[src/rtl/logic_unit_pipe_if.sv]
// Operand/result handshake bundle for the pipelined logic unit.
// slave = unit side, master = producer/consumer side.
interface logic_unit_pipe_if #(
  parameter int WIDTH = 8
);
  logic             in_valid;
  logic             in_ready;
  logic [2:0]       in_op;
  logic [WIDTH-1:0] in_a;
  logic [WIDTH-1:0] in_b;
  logic             out_valid;
  logic             out_ready;
  logic [WIDTH-1:0] out_y;
  logic [2:0]       out_op;
  logic             out_zero;
  logic             out_parity;

  modport slave (
    input  in_valid, in_op, in_a, in_b, out_ready,
    output in_ready, out_valid, out_y, out_op,
    output out_zero, out_parity
  );

  modport master (
    output in_valid, in_op, in_a, in_b, out_ready,
    input  in_ready, out_valid, out_y, out_op,
    input  out_zero, out_parity
  );
endinterface

[src/rtl/logic_unit_pipe.sv]
// Pipelined WIDTH-bit bitwise logic unit with opcode select,
// zero/parity flags and a STAGES-deep valid/ready pipeline.
module logic_unit_pipe #(
  parameter int WIDTH  = 8,
  parameter int STAGES = 2
) (
  input  logic              clk,
  input  logic              rst_n,
  logic_unit_pipe_if.slave  i_bus
);

  logic [WIDTH-1:0] w_y;
  logic             w_zero;
  logic             w_par;
  logic [STAGES:0]  w_rdy;

  logic [STAGES-1:0]            r_vld;
  logic [STAGES-1:0][2:0]       r_op;
  logic [STAGES-1:0][WIDTH-1:0] r_y;
  logic [STAGES-1:0]            r_zero;
  logic [STAGES-1:0]            r_par;

  // Opcode decode and result flags, ahead of stage 0
  always_comb begin
    w_y = '0;
    unique case (i_bus.in_op)
      3'd0: w_y = i_bus.in_a & i_bus.in_b;
      3'd1: w_y = i_bus.in_a | i_bus.in_b;
      3'd2: w_y = ~i_bus.in_a;
      3'd3: w_y = ~(i_bus.in_a | i_bus.in_b);
      3'd4: w_y = i_bus.in_a ^ i_bus.in_b;
      3'd5: w_y = ~(i_bus.in_a & i_bus.in_b);
      3'd6: w_y = ~(i_bus.in_a ^ i_bus.in_b);
      3'd7: w_y = i_bus.in_a;
    endcase
    w_zero = (w_y == '0);
    w_par  = ^w_y;
  end

  // Ready ripples back from the consumer: a stage
  // accepts when empty or when it drains this edge
  always_comb begin
    w_rdy         = '0;
    w_rdy[STAGES] = i_bus.out_ready;
    for (int k = STAGES - 1; k >= 0; k--) begin
      w_rdy[k] = !r_vld[k] || w_rdy[k+1];
    end
  end

  // Stage registers: stage 0 captures, later ones forward
  always_ff @(posedge clk or negedge rst_n) begin
    if (!rst_n) begin
      r_vld  <= '0;
      r_op   <= '0;
      r_y    <= '0;
      r_zero <= '0;
      r_par  <= '0;
    end else begin
      if (w_rdy[0]) begin
        r_vld[0] <= i_bus.in_valid;
        if (i_bus.in_valid) begin
          r_op[0]   <= i_bus.in_op;
          r_y[0]    <= w_y;
          r_zero[0] <= w_zero;
          r_par[0]  <= w_par;
        end
      end
      for (int k = 1; k < STAGES; k++) begin
        if (w_rdy[k]) begin
          r_vld[k] <= r_vld[k-1];
          if (r_vld[k-1]) begin
            r_op[k]   <= r_op[k-1];
            r_y[k]    <= r_y[k-1];
            r_zero[k] <= r_zero[k-1];
            r_par[k]  <= r_par[k-1];
          end
        end
      end
    end
  end

  assign i_bus.in_ready   = w_rdy[0];
  assign i_bus.out_valid  = r_vld[STAGES-1];
  assign i_bus.out_op     = r_op[STAGES-1];
  assign i_bus.out_y      = r_y[STAGES-1];
  assign i_bus.out_zero   = r_zero[STAGES-1];
  assign i_bus.out_parity = r_par[STAGES-1];

endmodule

[src/flat_wrapper.sv]
// flat-port wrapper written by rule: the top's interface ports become plain ports
module logic_unit_pipe_flat 
#(
  parameter int WIDTH  = 8,
  parameter int STAGES = 2
)
  (clk, rst_n, i_bus_in_valid, i_bus_in_op, i_bus_in_a, i_bus_in_b, i_bus_out_ready, i_bus_in_ready, i_bus_out_valid, i_bus_out_y, i_bus_out_op, i_bus_out_zero, i_bus_out_parity);
  logic_unit_pipe_if #(.WIDTH(WIDTH)) i_bus_i ();
  input  logic clk;
  input  logic rst_n;
  input wire logic [$bits(i_bus_i.in_valid)-1:0] i_bus_in_valid;
  input wire logic [$bits(i_bus_i.in_op)-1:0] i_bus_in_op;
  input wire logic [$bits(i_bus_i.in_a)-1:0] i_bus_in_a;
  input wire logic [$bits(i_bus_i.in_b)-1:0] i_bus_in_b;
  input wire logic [$bits(i_bus_i.out_ready)-1:0] i_bus_out_ready;
  output wire logic [$bits(i_bus_i.in_ready)-1:0] i_bus_in_ready;
  output wire logic [$bits(i_bus_i.out_valid)-1:0] i_bus_out_valid;
  output wire logic [$bits(i_bus_i.out_y)-1:0] i_bus_out_y;
  output wire logic [$bits(i_bus_i.out_op)-1:0] i_bus_out_op;
  output wire logic [$bits(i_bus_i.out_zero)-1:0] i_bus_out_zero;
  output wire logic [$bits(i_bus_i.out_parity)-1:0] i_bus_out_parity;
  assign i_bus_i.in_valid = i_bus_in_valid;
  assign i_bus_i.in_op = i_bus_in_op;
  assign i_bus_i.in_a = i_bus_in_a;
  assign i_bus_i.in_b = i_bus_in_b;
  assign i_bus_i.out_ready = i_bus_out_ready;
  assign i_bus_in_ready = i_bus_i.in_ready;
  assign i_bus_out_valid = i_bus_i.out_valid;
  assign i_bus_out_y = i_bus_i.out_y;
  assign i_bus_out_op = i_bus_i.out_op;
  assign i_bus_out_zero = i_bus_i.out_zero;
  assign i_bus_out_parity = i_bus_i.out_parity;
  logic_unit_pipe #(.WIDTH(WIDTH), .STAGES(STAGES)) u_core (.clk(clk), .rst_n(rst_n), .i_bus(i_bus_i));
endmodule
[config.mk]
export PLATFORM = sky130hd
export DESIGN_NAME = logic_unit_pipe_flat
export DESIGN_NICKNAME = d
export VERILOG_FILES = /design/src/rtl/logic_unit_pipe_if.sv /design/src/rtl/logic_unit_pipe.sv /design/src/flat_wrapper.sv
export SDC_FILE = /design/constraint.sdc
export NUM_CORES = 1
export LEC_CHECK = 0
export BUFFER_PORTS_ARGS = -buffer_cell sky130_fd_sc_hd__buf_2
export CAP_MARGIN = 20
export CORE_AREA = 2 2 76 78
export CTS_CLUSTER_DIAMETER = 120
export CTS_CLUSTER_SIZE = 8
export DETAILED_ROUTE_END_ITERATION = 10
export DIE_AREA = 0 0 78 80
export SYNTH_ARGS = -nofsm -noshare
export SYNTH_HDL_FRONTEND = slang
export SYNTH_SLANG_ARGS = --single-unit
[constraint.sdc]
create_clock -name clk -period 1.25 [get_ports clk]
set_input_delay 0 -clock clk [delete_from_list [all_inputs] [get_ports clk]]
set_output_delay 0 -clock clk [all_outputs]
set_load 0.01 [all_outputs]
==> summary.md, run 1 <==
| Metric | Value |
|---|---|
| Drt drc | 0 |
| Power share of the combinational group | approximately two fifths |
| Vias in the first global route | ~1.7k |
| Core Footprint | roughly 0.0054 mm² |
| Synth area leaders | dfrtp_1, ha_1, mux2_2, buf_4, nand2_1 |
| Post-Syn Nets | 270 |
| Seq cells post-synth | 28 |
| Sequential-to-total area share from yosys stat | 33.1% |
| WL/cell | between 10 and 15 µm |
| CTS buffer count | 3 |
| Ant. Diodes | 0 |
| CTS sink cnt | 28 |
| Starting density of the core | 39.2% |
| Most frequent cells in the layout | buf_4, buf_2, dfrtp_1 |
| Internal power | slightly above 2000 µW |
| Clk buf depth | 2 |
| Filler Cell Count | 496 |
| Clock slew at reported path FFs | about 90 ps |
| Pwr dens | 977 mW/mm² |
| FF-to-FF setup slack | approximately 10 ps |
| CP cell instances | buf_4, inv_6, ha_4, nand2b_1, a31o_2, a221o_1, o21ai_2, ha_1, xnor2_1, xnor2_1, o21ai_1 |
| CP peak stage delay | roughly 310 ps |
| Post-layout util | between 50% and 60% |
| I/O pin count | 38 |
| Worst-Skew Late Latency | approximately 270 ps |
| Crit path buf inv count | 2 |
| Antenna violations before repair | 0 |
| RSZ-0062 raised after global routing | true |
| Setup slack after layout | -252 ps |
| First-pass GRT wire length | 7240 µm |
| Slew Limit Fails | 0 |
| # port buffers | 37 |
| Clock power frac | between 10% and 20% |
| Setup Viol. Count Final | 2 |
| H-tree depth | 1 |
| Psw | 882 µW |
| Placed Area | 0.00266 mm² |
| Routability cong. | 0.790 |
| Synth Warn # | 0 |
| Cell mode on critical path | xnor2_1 |
| Final period utilization | 120% |
| Synth area leader | dfrtp_1 |
| HP Class | primary input to asynchronous set/reset pin |
| Max cap viols | 0 |
| Antenna Violating Nets Remaining | 0 |
| WP data arrival | between 1500 and 2000 ps |
| Root buffer cell | clkbuf_8 |
| Sequential Power Share | roughly two fifths |
| Worst clock skew | approximately 5.0 ps |
| Max IR drop VDD | between 0.0005 and 0.0006 V |
| Vias after detailed routing | around 1.8k |
| Worst Tran Pin Value | roughly 600 ps |
| Worst-case reg-to-reg path depth | 5 |
| Switching Fraction | 30.0% |
| Final Cell Area | between 0.003 and 0.004 mm² |
| Fin nets | 354 |
| CP startpoint | i_bus_in_a[5] |
| Worst Path Max Fanout | 2 |
| Die Y-Extent | about 80 µm |
| Critical Path RT | between 1000 and 1500 ps |
| FFs w/ async S/R, synth | 100% |
| FF-to-FF End | u_core.r_y[6] |
| Crit Path Class | primary input to register |
| P_leak | around 0.0015 µW |
| Most common cell after layout, fill and taps aside | buf_4 |
| Largest net degree at the start of global routing | 29 |
| Avg Cell Area, Syn | approximately 9.3 µm² |
| DRT Pass-1 Iters | 5 |
| Post-Route Hold Slack | between 200 and 250 ps |
| Dpl hpwl | ~3300 µm |
| DR vias/cell | roughly 4.8 |
| Synth Flop Type | dfrtp_1 |
| Startpoint Class | primary input |
| Layout cell share with drive strength beyond 1 | a little under half |
| Status | finished, violations left |
| Yosys top cell area share | roughly a third |
| Post-Place Cells | about 360 |
| Area grow syn2layout | 42.0% |
| TritonCTS clock tree | done |
| Detailed Route Iter0 Violations | 82 |
| R2r startpoint | u_core.r_vld[1] |
| Critical-path top delay cell | a221o_1 |
| Remaining global-route overflow | 0 |
| Setup slack after placement | -638 ps |
| Final std cells w/o fill | 382 |
| Mapped Area | 0.00212 mm² |
| Min Tclk post-route | around 1500 ps |
| Maximum clock rate | between 600 and 700 MHz |
| Final Hold Fails | 0 |
| Number of synthesized flops with an enable pin | 0 |
| Die Wd | 78 µm |
| Rel. slew slack | between 60% and 70% |
| Syn Inst Count | 227 |
| Global router's overall resource usage | 13.9% |
| Crit end category | register |
| Total Routed Length | approximately 4300 µm |
| Violated checks | negative setup slack |
| Die area | 0.00624 mm² |
| Yosys cell types | 50 |
| Cell family with most CP delay | compound AO/OA/AOI/OAI gates |
| Cell Rows | 27 |
cells by family (layout without fill, tap and decap cells):
family / after synthesis / after routing / synth area share (%)
simple gates: 49 / 49 / 10.7
buf+inv: 43 / 126 / 11.5
xor+xnor: 4 / 4 / 1.66
compound gates: 68 / 68 / 23.3
fa+ha+maj: 20 / 20 / 11.8
mux: 15 / 15 / 7.92
flops: 28 / 28 / 33.1
worst reg2reg max path: stages (launching register included):
cell	delay [ps]
dfrtp_1	410
nand3b_1	180
nand2_4	130
buf_4	160
a21o_1	140
a2bb2oi_1	120
synth_stat cells (2+ instances only):
master,number
dfrtp_1,28
o21ai_0,14
nand2_1,22
a21oi_1,9
o21ai_2,2
nor3_1,3
ha_1,20
mux2_2,14
a211oi_1,3
a21o_1,4
nand2b_1,6
a211o_1,2
buf_2,6
o211ai_1,9
xnor2_1,3
nor2_1,10
buf_6,2
buf_4,13
nand3_1,2
inv_1,19
o21ai_1,4
a22o_1,4
registers in the layout, indices dropped and copies added (netlist names):
signal	count
u_core.i_bus.out_op	3
u_core.i_bus.out_y	8
u_core.r_op	3
u_core.r_par	2
u_core.r_vld	2
u_core.r_y	8
u_core.r_zero	2
power by group through the flow:
stage                     clock (µW)  sequential [µW]  combinational (µW)
final                            545             1190                1210
after CTS                        566             1190                1140
after global routing             600             1210                1330
after global placement             0             1200                1050
after detailed placement           0             1210                1070
after floorplan                    0             1190                 774
layout make-up:
cell class              count  area [µm²]  share of cell area, %
clock buffers               4        55.1                   1.83
flip-flops and latches     28         701                   23.3
repair buffers            102         801                   26.6
multi-input cells         156        1260                   42.0
well taps                  72        90.1                   3.00
inverters                  20        96.3                   3.21
routing by layer:
layer | global-route usage, % | part of all wire [%] | vias up
met2 | 23.4 | 48 | 31
met1 | 19.0 | 48 | 839
met5 | 0 | 0 | -
met3 | 1.36 | 3.0 | 5
met4 | 4.39 | 1.1 | 0
li1 | - | - | 963
worst max-delay path by stage:
stage                       to  cells after the start
2_1_floorplan  u_core.r_par[0]                     10
3_3_place_gp   u_core.r_par[0]                     11
3_5_place_dp   u_core.r_par[0]                     11
4_1_cts        u_core.r_par[0]                     11
5_1_grt        u_core.r_par[0]                     11
6_report       u_core.r_par[0]                     11
repair_timing:
action	in CTS	in global routing
pin swaps	8	11
setup buffers	10	6
gates cloned	0	3
resized for setup	10	23
hold buffers	3	0
hold endpoints to repair	30	0
endpoints found under the setup margin	2	19
stage by stage:
stage / total power (µW) / setup TNS, ps
final: 2940 / -395
after global routing: 3140 / -935
after CTS: 2900 / -504
after detailed placement: 2280 / -1790
after global placement: 2260 / -1700
after floorplan: 1970 / -465
No activity file was read; power rests on OpenSTA's default activity.
==> inputs of run 2 (changes only) <==
--- a/config.mk
+++ b/config.mk
@@ -12,6 +12,7 @@
 export CTS_CLUSTER_SIZE = 8
 export DETAILED_ROUTE_END_ITERATION = 10
 export DIE_AREA = 0 0 78 80
+export SKIP_LAST_GASP = 1
 export SYNTH_ARGS = -nofsm -noshare
 export SYNTH_HDL_FRONTEND = slang
 export SYNTH_SLANG_ARGS = --single-unit
==> run 2 against run 1 <==
The flow still finishes with violations (negative setup slack); first-iteration DRC count rose by 21%; sequential share of layout area rose by 0.44 points; cell count fell by 0.52%; design area decreased by 1.8%; sequential cell count did not move; core utilization down 1.0 points; clock power down 0.7%; worst hold slack better by 4.8 ps; register-to-register slack is essentially flat; combinational power barely moved; critical path type unchanged; critical endpoint unchanged; largest power group is now registers.
==> summary.md, run 2 (synthesis gave the netlist of run 1 again) <==
| Metric | Value |
|---|---|
| Cell family with most CP delay | compound AO/OA/AOI/OAI gates (unchanged) |
| Clk buf depth | 2 (unchanged) |
| Top Metal Used | met4 (unchanged) |
| Worst-Skew Late Latency | 270 ps (about the same) |
| Met3 wire len | 134 µm (was 131 µm) |
| Filler Cell Count | 502 (was 496) |
| Slew Limit Fails | 0 (unchanged) |
| Rel. slew slack | 60.5% (was 60.6%) |
| WP data arrival | 1690 ps (was 1670 ps) |
| Vias after detailed routing | 1834 (was 1838) |
| Crit end category | register (unchanged) |
| WL/cell | 11.2 µm (about the same) |
| Drt drc | 0 (unchanged) |
| Routability cong. | 0.790 (unchanged) |
| H-tree depth | 1 (unchanged) |
| Layout cell share with drive strength beyond 1 | 45.8% (was 47.4%) |
| P_leak | 0.00145 µW (was 0.00146 µW) |
| I/O pin count | 38 (unchanged) |
| CTS sink cnt | 28 (unchanged) |
| Remaining global-route overflow | 0 (unchanged) |
| Most frequent cells in the layout | buf_4, buf_2, dfrtp_1 (unchanged) |
| Total Routed Length | 4260 µm (was 4300 µm) |
| Worst Path Max Fanout | 2 (unchanged) |
| Antenna violations before repair | 0 (unchanged) |
| Fin nets | 352 (was 354) |
| Die Wd | 78 µm (unchanged) |
| DRT met1 WL | 2020 µm (was 2050 µm) |
| Crit path buf inv count | 2 (unchanged) |
| Final Hold Fails | 0 (unchanged) |
| Post-Place Cells | 362 (unchanged) |
| Ant. Diodes | 0 (unchanged) |
| Global router's overall resource usage | 13.9% (about the same) |
| Met2 routed WL | 2060 µm (was 2070 µm) |
| Final period utilization | 122% (was 120%) |
| Detailed Route Iter0 Violations | 99 (was 82) |
| Pwr dens | 986 mW/mm² (was 977 mW/mm²) |
| First-pass GRT wire length | 7220 µm (was 7240 µm) |
| Die Y-Extent | 80 µm (unchanged) |
| RSZ-0062 raised after global routing | true (unchanged) |
| CP cell instances | buf_4, inv_6, ha_4, nand2b_1, a31o_2, a221o_1, o21ai_2, ha_1, xnor2_1, xnor2_1, o21ai_1 (unchanged) |
| Antenna Violating Nets Remaining | 0 (unchanged) |
| Crit Path Class | primary input to register (unchanged) |
| Die area | 0.00624 mm² (unchanged) |
| Worst Tran Pin Value | 592 ps (was 591 ps) |
| Vias in the first global route | 1669 (was 1671) |
| DRT Pass-1 Iters | 4 (was 5) |
| Critical Path RT | 1420 ps (about the same) |
| Setup Viol. Count Final | 2 (unchanged) |
| Max cap viols | 0 (unchanged) |
| Maximum clock rate | 655 MHz (was 666 MHz) |
| Violated checks | negative setup slack (unchanged) |
| Worst-case reg-to-reg path depth | 5 (unchanged) |
| Dpl hpwl | 3260 µm (unchanged) |
| TritonCTS clock tree | done (unchanged) |
| Worst clock skew | 3.02 ps (was 5.02 ps) |
| Most common cell after layout, fill and taps aside | buf_4 (unchanged) |
| # port buffers | 37 (unchanged) |
| Setup slack after placement | -638 ps (unchanged) |
| Startpoint Class | primary input (unchanged) |
| HP Class | primary input to register (was primary input to asynchronous set/reset pin) |
| CP peak stage delay | 310 ps (about the same) |
| Status | finished, violations left (unchanged) |
| Root buffer cell | clkbuf_8 (unchanged) |
| Final std cells w/o fill | 380 (was 382) |
| Area of the multi-input gates | 0.00123 mm² (was 0.00126 mm²) |
| Critical Path Stages | 11 (unchanged) |
| Setup slack after layout | -277 ps (was -252 ps) |
| Cell Rows | 27 (unchanged) |
| Max IR drop VDD | 0.000539 V (was 0.000536 V) |
| Core Footprint | 0.00541 mm² (unchanged) |
| Cell mode on critical path | xnor2_1 (unchanged) |
| Clock slew at reported path FFs | 90 ps (about the same) |
| Hold path cells | 4 |
| Area grow syn2layout | 39.4% (was 42.0%) |
| CTS buffer count | 3 (unchanged) |
| Critical-path top delay cell | a221o_1 (unchanged) |
| Seq. cell area | 701 µm² (unchanged) |
| DR vias/cell | 4.83 (was 4.81) |
| Min Tclk post-route | 1530 ps (was 1500 ps) |
| Starting density of the core | 39.2% (unchanged) |
| Largest net degree at the start of global routing | 29 (unchanged) |
## run 2: worst paths after layout
path / slack, ps / end / from
setup reg to reg: 20 / u_core.r_y[6] / u_core.r_vld[1]
hold reg to reg: 480 / u_core.r_y[5] / u_core.r_y[5]
hold / removal: 250 / u_core.r_op[0] / i_bus_in_op[0]
max in group asynchronous: 600 / u_core.i_bus.out_y[1] / rst_n
min in group asynchronous: 260 / u_core.i_bus.out_y[7] / rst_n
setup / recovery: -280 / u_core.r_par[0] / i_bus_in_a[5]
## run 2: cell type report
class | instances | area share (%)
timing repair buffer | 100 | 26.4
inverter | 20 | 3.14
multi-input combinational | 156 | 41.8
tap | 72 | 3.05
sequential | 28 | 23.7
clock buffer | 4 | 1.87
## run 2: worst reg2reg max path, cell delays in order, from the launching register on
cell and delay (ps):
dfrtp_1 400, nand3b_1 180, nand2_4 130, buf_4 150, a21o_1 140, a2bb2oi_1 120
## run 2: per-stage QoR
| stage | hold WS, ps | total power (µW) | setup TNS [ps] | cell area, µm² | utilization (%) |
|---|---|---|---|---|---|
| floorplan | -296 | 1970 | -465 | 2160 | - |
| global placement | 40.5 | 2260 | -1700 | 2660 | 49.2 |
| detailed placement | 41.3 | 2280 | -1790 | 2660 | 49.2 |
| CTS | 270 | 2890 | -562 | 2840 | 52.5 |
| global route | 280 | 3110 | -960 | 2950 | 54.6 |
| finish | 251 | 2910 | -419 | 2950 | 54.6 |
## run 2: what timing repair did
item / in CTS / in global routing
setup endpoints to repair: 2 / 19
cloned: 0 / 3
hold buffers: 3 / 0
endpoints found under the hold margin: 30 / 0
setup buffers: 10 / 4
pin swaps: 8 / 11
gates resized for setup: 6 / 20
## run 2: where the power goes
part | total [µW] | leakage [µW] | internal [µW] | switching [µW]
Combinational | 1180 | 0.00108 | 660 | 519
Clock | 541 | 0.0000288 | 282 | 259
Sequential | 1190 | 0.000343 | 1100 | 91.3
Total | 2910 | 0.00145 | 2040 | 869
## run 2: routing by layer
layer	track usage (%)	up-vias
met5	0	-
met1	19.0	841
li1	-	957
met2	23.3	31
met3	1.36	5
met4	4.21	0
==> inputs of run 3 (changes only) <==
--- a/config.mk
+++ b/config.mk
@@ -5,13 +5,14 @@
 export SDC_FILE = /design/constraint.sdc
 export NUM_CORES = 1
 export LEC_CHECK = 0
+export ABC_AREA = 1
 export BUFFER_PORTS_ARGS = -buffer_cell sky130_fd_sc_hd__buf_2
 export CAP_MARGIN = 20
-export CORE_AREA = 2 2 76 78
+export CORE_AREA = 2 2 71 86
 export CTS_CLUSTER_DIAMETER = 120
 export CTS_CLUSTER_SIZE = 8
 export DETAILED_ROUTE_END_ITERATION = 10
-export DIE_AREA = 0 0 78 80
+export DIE_AREA = 0 0 73 88
 export SKIP_LAST_GASP = 1
 export SYNTH_ARGS = -nofsm -noshare
 export SYNTH_HDL_FRONTEND = slang
==> run 3 against run 2 <==
The flow still finishes with violations (negative setup slack); sequential share of layout area decreased by 1.5 points; setup slack better by 190 ps; critical path depth is 1 higher; via count increased by 12%; first-iteration DRC count down 42%; core utilization increased by 1.8 points; die area up 2.9%; combinational power grew 19%; clock skew increased by 1.1 ps; synthesized cell count rose by 28%.
==> summary.md, run 3 <==
| Metric | Value |
|---|---|
| Post-layout util | 56.4% (was 54.6%) |
| Area grow syn2layout | 45.4% (was 39.4%) |
| Top Metal Used | met4 (unchanged) |
| Synth area leaders | dfrtp_1, nand2_1, ha_1, inv_1, nand3_1 (was dfrtp_1, ha_1, mux2_2, buf_4, nand2_1) |
| # port buffers | 37 (unchanged) |
| Final Hold Fails | 0 (unchanged) |
| Most frequent cells in the layout | nand2_1, buf_4, buf_2 (was buf_4, buf_2, dfrtp_1) |
| Worst Tran Pin Value | 611 ps (was 592 ps) |
| TritonCTS clock tree | done (unchanged) |
| Vias after detailed routing | 2051 (was 1834) |
| First-pass GRT wire length | 8040 µm (was 7220 µm) |
| Seq cells post-synth | 28 (unchanged) |
| Synth Flop Type | dfrtp_1 (unchanged) |
| Synth area leader | dfrtp_1 (unchanged) |
| Synth Warn # | 0 (unchanged) |
| Die Wd | 73 µm (was 78 µm) |
| Maximum clock rate | 749 MHz (was 655 MHz) |
| Psw | 1010 µW (was 869 µW) |
| H-tree depth | 1 (unchanged) |
| Dpl hpwl | 3610 µm (was 3260 µm) |
| I/O pin count | 38 (unchanged) |
| Max IR drop VDD | 0.000382 V (was 0.000539 V) |
| Detailed Route Iter0 Violations | 57 (was 99) |
| Remaining global-route overflow | 0 (unchanged) |
| Rel. slew slack | 59.2% (was 60.5%) |
| Sequential Power Share | 40.2% (was 40.9%) |
| Top post-synthesis cells by count | nand2_1, inv_1, nand3_1 (was dfrtp_1, nand2_1, ha_1) |
| Largest net degree at the start of global routing | 29 (unchanged) |
| HP Class | primary input to register (unchanged) |
| Cell Rows | 30 (was 27) |
| DR vias/cell | 4.83 (about the same) |
| Violated checks | negative setup slack (unchanged) |
| WL/cell | 11.9 µm (was 11.2 µm) |
| Clk buf depth | 2 (unchanged) |
| Yosys cell types | 21 (was 50) |
| Status | finished, violations left (unchanged) |
| Switching Fraction | 32.4% (was 29.9%) |
| Most common cell after layout, fill and taps aside | nand2_1 (was buf_4) |
| Vias in the first global route | 1831 (was 1669) |
| Die Y-Extent | 88 µm (was 80 µm) |
| Min Tclk post-route | 1340 ps (was 1530 ps) |
| Clock slew at reported path FFs | 80 ps (was 90 ps) |
| DRT met1 WL | 2190 µm (was 2020 µm) |
| Syn Inst Count | 291 (was 227) |
| Worst clock skew | 4.14 ps (was 3.02 ps) |
| Post-Syn Nets | 334 (was 270) |
| Crit end category | register (unchanged) |
| Clock power frac | 14.6% (was 18.6%) |
| Critical Path RT | 1410 ps (was 1420 ps) |
| Min-delay src | i_bus_in_valid (was i_bus_in_op[0]) |
| Pwr dens | 991 mW/mm² (was 986 mW/mm²) |
| FF-to-FF End | u_core.i_bus.out_op[2] (was u_core.r_y[6]) |
| RSZ-0062 raised after global routing | true (unchanged) |
| Global router's overall resource usage | 15.6% (was 13.9%) |
| Final std cells w/o fill | 425 (was 380) |
| Crit Path Class | primary input to register (unchanged) |
| Final period utilization | 107% (was 122%) |
| Antenna violations before repair | 0 (unchanged) |
| Setup TNS Final | -85.4 ps (was -419 ps) |
| Yosys top cell area share | 32.3% (was 33.1%) |
| Filler Cell Count | 529 (was 502) |
| Post-Place Cells | 411 (was 362) |
| Core Footprint | 0.00559 mm² (was 0.00541 mm²) |
| WP data arrival | 1490 ps (was 1690 ps) |
| Setup Viol. Count Final | 1 (was 2) |
| Max cap viols | 0 (unchanged) |
| Sequential-to-total area share from yosys stat | 32.3% (was 33.1%) |
| Hold Path Sink | u_core.r_vld[0] (was u_core.r_op[0]) |
| Mapped Area | 0.00217 mm² (was 0.00212 mm²) |
| Worst-case reg-to-reg path depth | 4 (was 5) |
| Root buffer cell | clkbuf_8 (unchanged) |
| FF-to-FF setup slack | 130 ps (was 20 ps) |
| Avg Cell Area, Syn | 7.45 µm² (was 9.33 µm²) |
| P_leak | 0.00167 µW (was 0.00145 µW) |
| Die area | 0.00642 mm² (was 0.00624 mm²) |
| Hold path cells | 4 (unchanged) |
| R2r startpoint | u_core.r_vld[1] (unchanged) |
| Drt drc | 0 (unchanged) |
| Most common cell in the netlist | nand2_1 (was dfrtp_1) |
| Slew Limit Fails | 0 (unchanged) |
| Total Routed Length | 5060 µm (was 4260 µm) |
| Antenna Violating Nets Remaining | 0 (unchanged) |
| Internal power | 2110 µW (was 2040 µW) |
| FFs w/ async S/R, synth | 100% (unchanged) |
| Met2 routed WL | 2680 µm (was 2060 µm) |
| DRT Pass-1 Iters | 4 (unchanged) |
| Starting density of the core | 38.8% (was 39.2%) |
| CP startpoint | i_bus_in_op[0] (was i_bus_in_a[5]) |
| Power share of the combinational group | 45.2% (was 40.5%) |
| CTS buffer count | 3 (unchanged) |
| Setup slack after layout | -85.4 ps (was -277 ps) |
| Routability cong. | 0.847 (was 0.790) |
| Startpoint Class | primary input (unchanged) |
| Number of synthesized flops with an enable pin | 0 (unchanged) |
| CTS sink cnt | 28 (unchanged) |
| Ant. Diodes | 0 (unchanged) |
| Met3 wire len | 112 µm (was 134 µm) |
| Layout cell share with drive strength beyond 1 | 44.3% (was 45.8%) |
| Fin nets | 406 (was 352) |
| Worst Path Max Fanout | 9 (was 2) |
| Worst-Skew Late Latency | 260 ps (was 270 ps) |
==> run 3: how the worst max path moves through the flow <==
| stage | to | slack (ps) |
|---|---|---|
| 2_1_floorplan | u_core.r_par[0] | -140 |
| 3_3_place_gp | u_core.r_par[0] | -540 |
| 3_5_place_dp | u_core.r_par[0] | -570 |
| 4_1_cts | u_core.r_par[0] | -110 |
| 5_1_grt | u_core.r_par[0] | -150 |
| 6_report | u_core.r_par[0] | -90 |
==> run 3: logic make-up (layout without fill, tap and decap cells) <==
family                     count (synthesis)  in the layout  synth area share, %
muxes                                     13             13                 6.75
adders and majority gates                 20             20                 11.5
buffers and inverters                     66            136                 14.8
DFF                                       28             28                 32.3
AOI/OAI and AO/OA                          6              6                 1.38
and+or+nand+nor                          155            155                 32.0
xor gates and xnor gates                   3              3                 1.21
==> run 3: per-stage QoR <==
stage / instance area [µm²] / setup slack [ps] / power, µW / hold slack [ps]
after floorplan: 2240 / -140 / 2150 / -296
after CTS: 2840 / -112 / 2960 / 127
after detailed placement: 2670 / -567 / 2440 / 43.9
after global routing: 3150 / -147 / 3360 / 158
final: 3150 / -85.4 / 3120 / 134
after global placement: 2670 / -542 / 2420 / 43.4
==> run 3: metal layers <==
metal  vias to the layer above  global-route usage, %
met5                         -                      0
met4                         0                   5.39
met3                         8                   1.15
met2                        36                   27.8
met1                       946                   19.6
li1                       1061                      -
==> run 3: area by class of cell <==
type | count | area [µm²] | share of cell area, %
multi-input combinational | 197 | 1430 | 45.2
timing repair buffer | 89 | 738 | 23.4
sequential | 28 | 701 | 22.2
inverter | 44 | 168 | 5.32
tap | 64 | 80.1 | 2.54
clock buffer | 3 | 41.3 | 1.31
==> run 3: worst max-delay path: stages <==
cell       delay (ps)
buf_12            120
buf_12            140
clkbuf_16         150
nand3_1            90
nand2_1            70
nor2_1            130
nand3_2           120
inv_2              90
ha_4              200
xnor2_2           130
xnor2_1           170
o21ai_1            80
==> run 3: power by group through the flow <==
stage               logic, µW  registers [µW]  clock network (µW)
finish                   1410            1260                 458
CTS                      1210            1260                 484
global placement         1150            1270                   0
floorplan                 886            1260                   0
global route             1560            1290                 507
detailed placement       1160            1280                   0
==> run 3: repair_timing <==
item,CTS,global route
hold endpoints to repair,29,0
pin swaps,9,26
endpoints found under the setup margin,1,8
buffers inserted,3,4
resized for setup,16,49
gates cloned,0,2
hold buffers,2,0
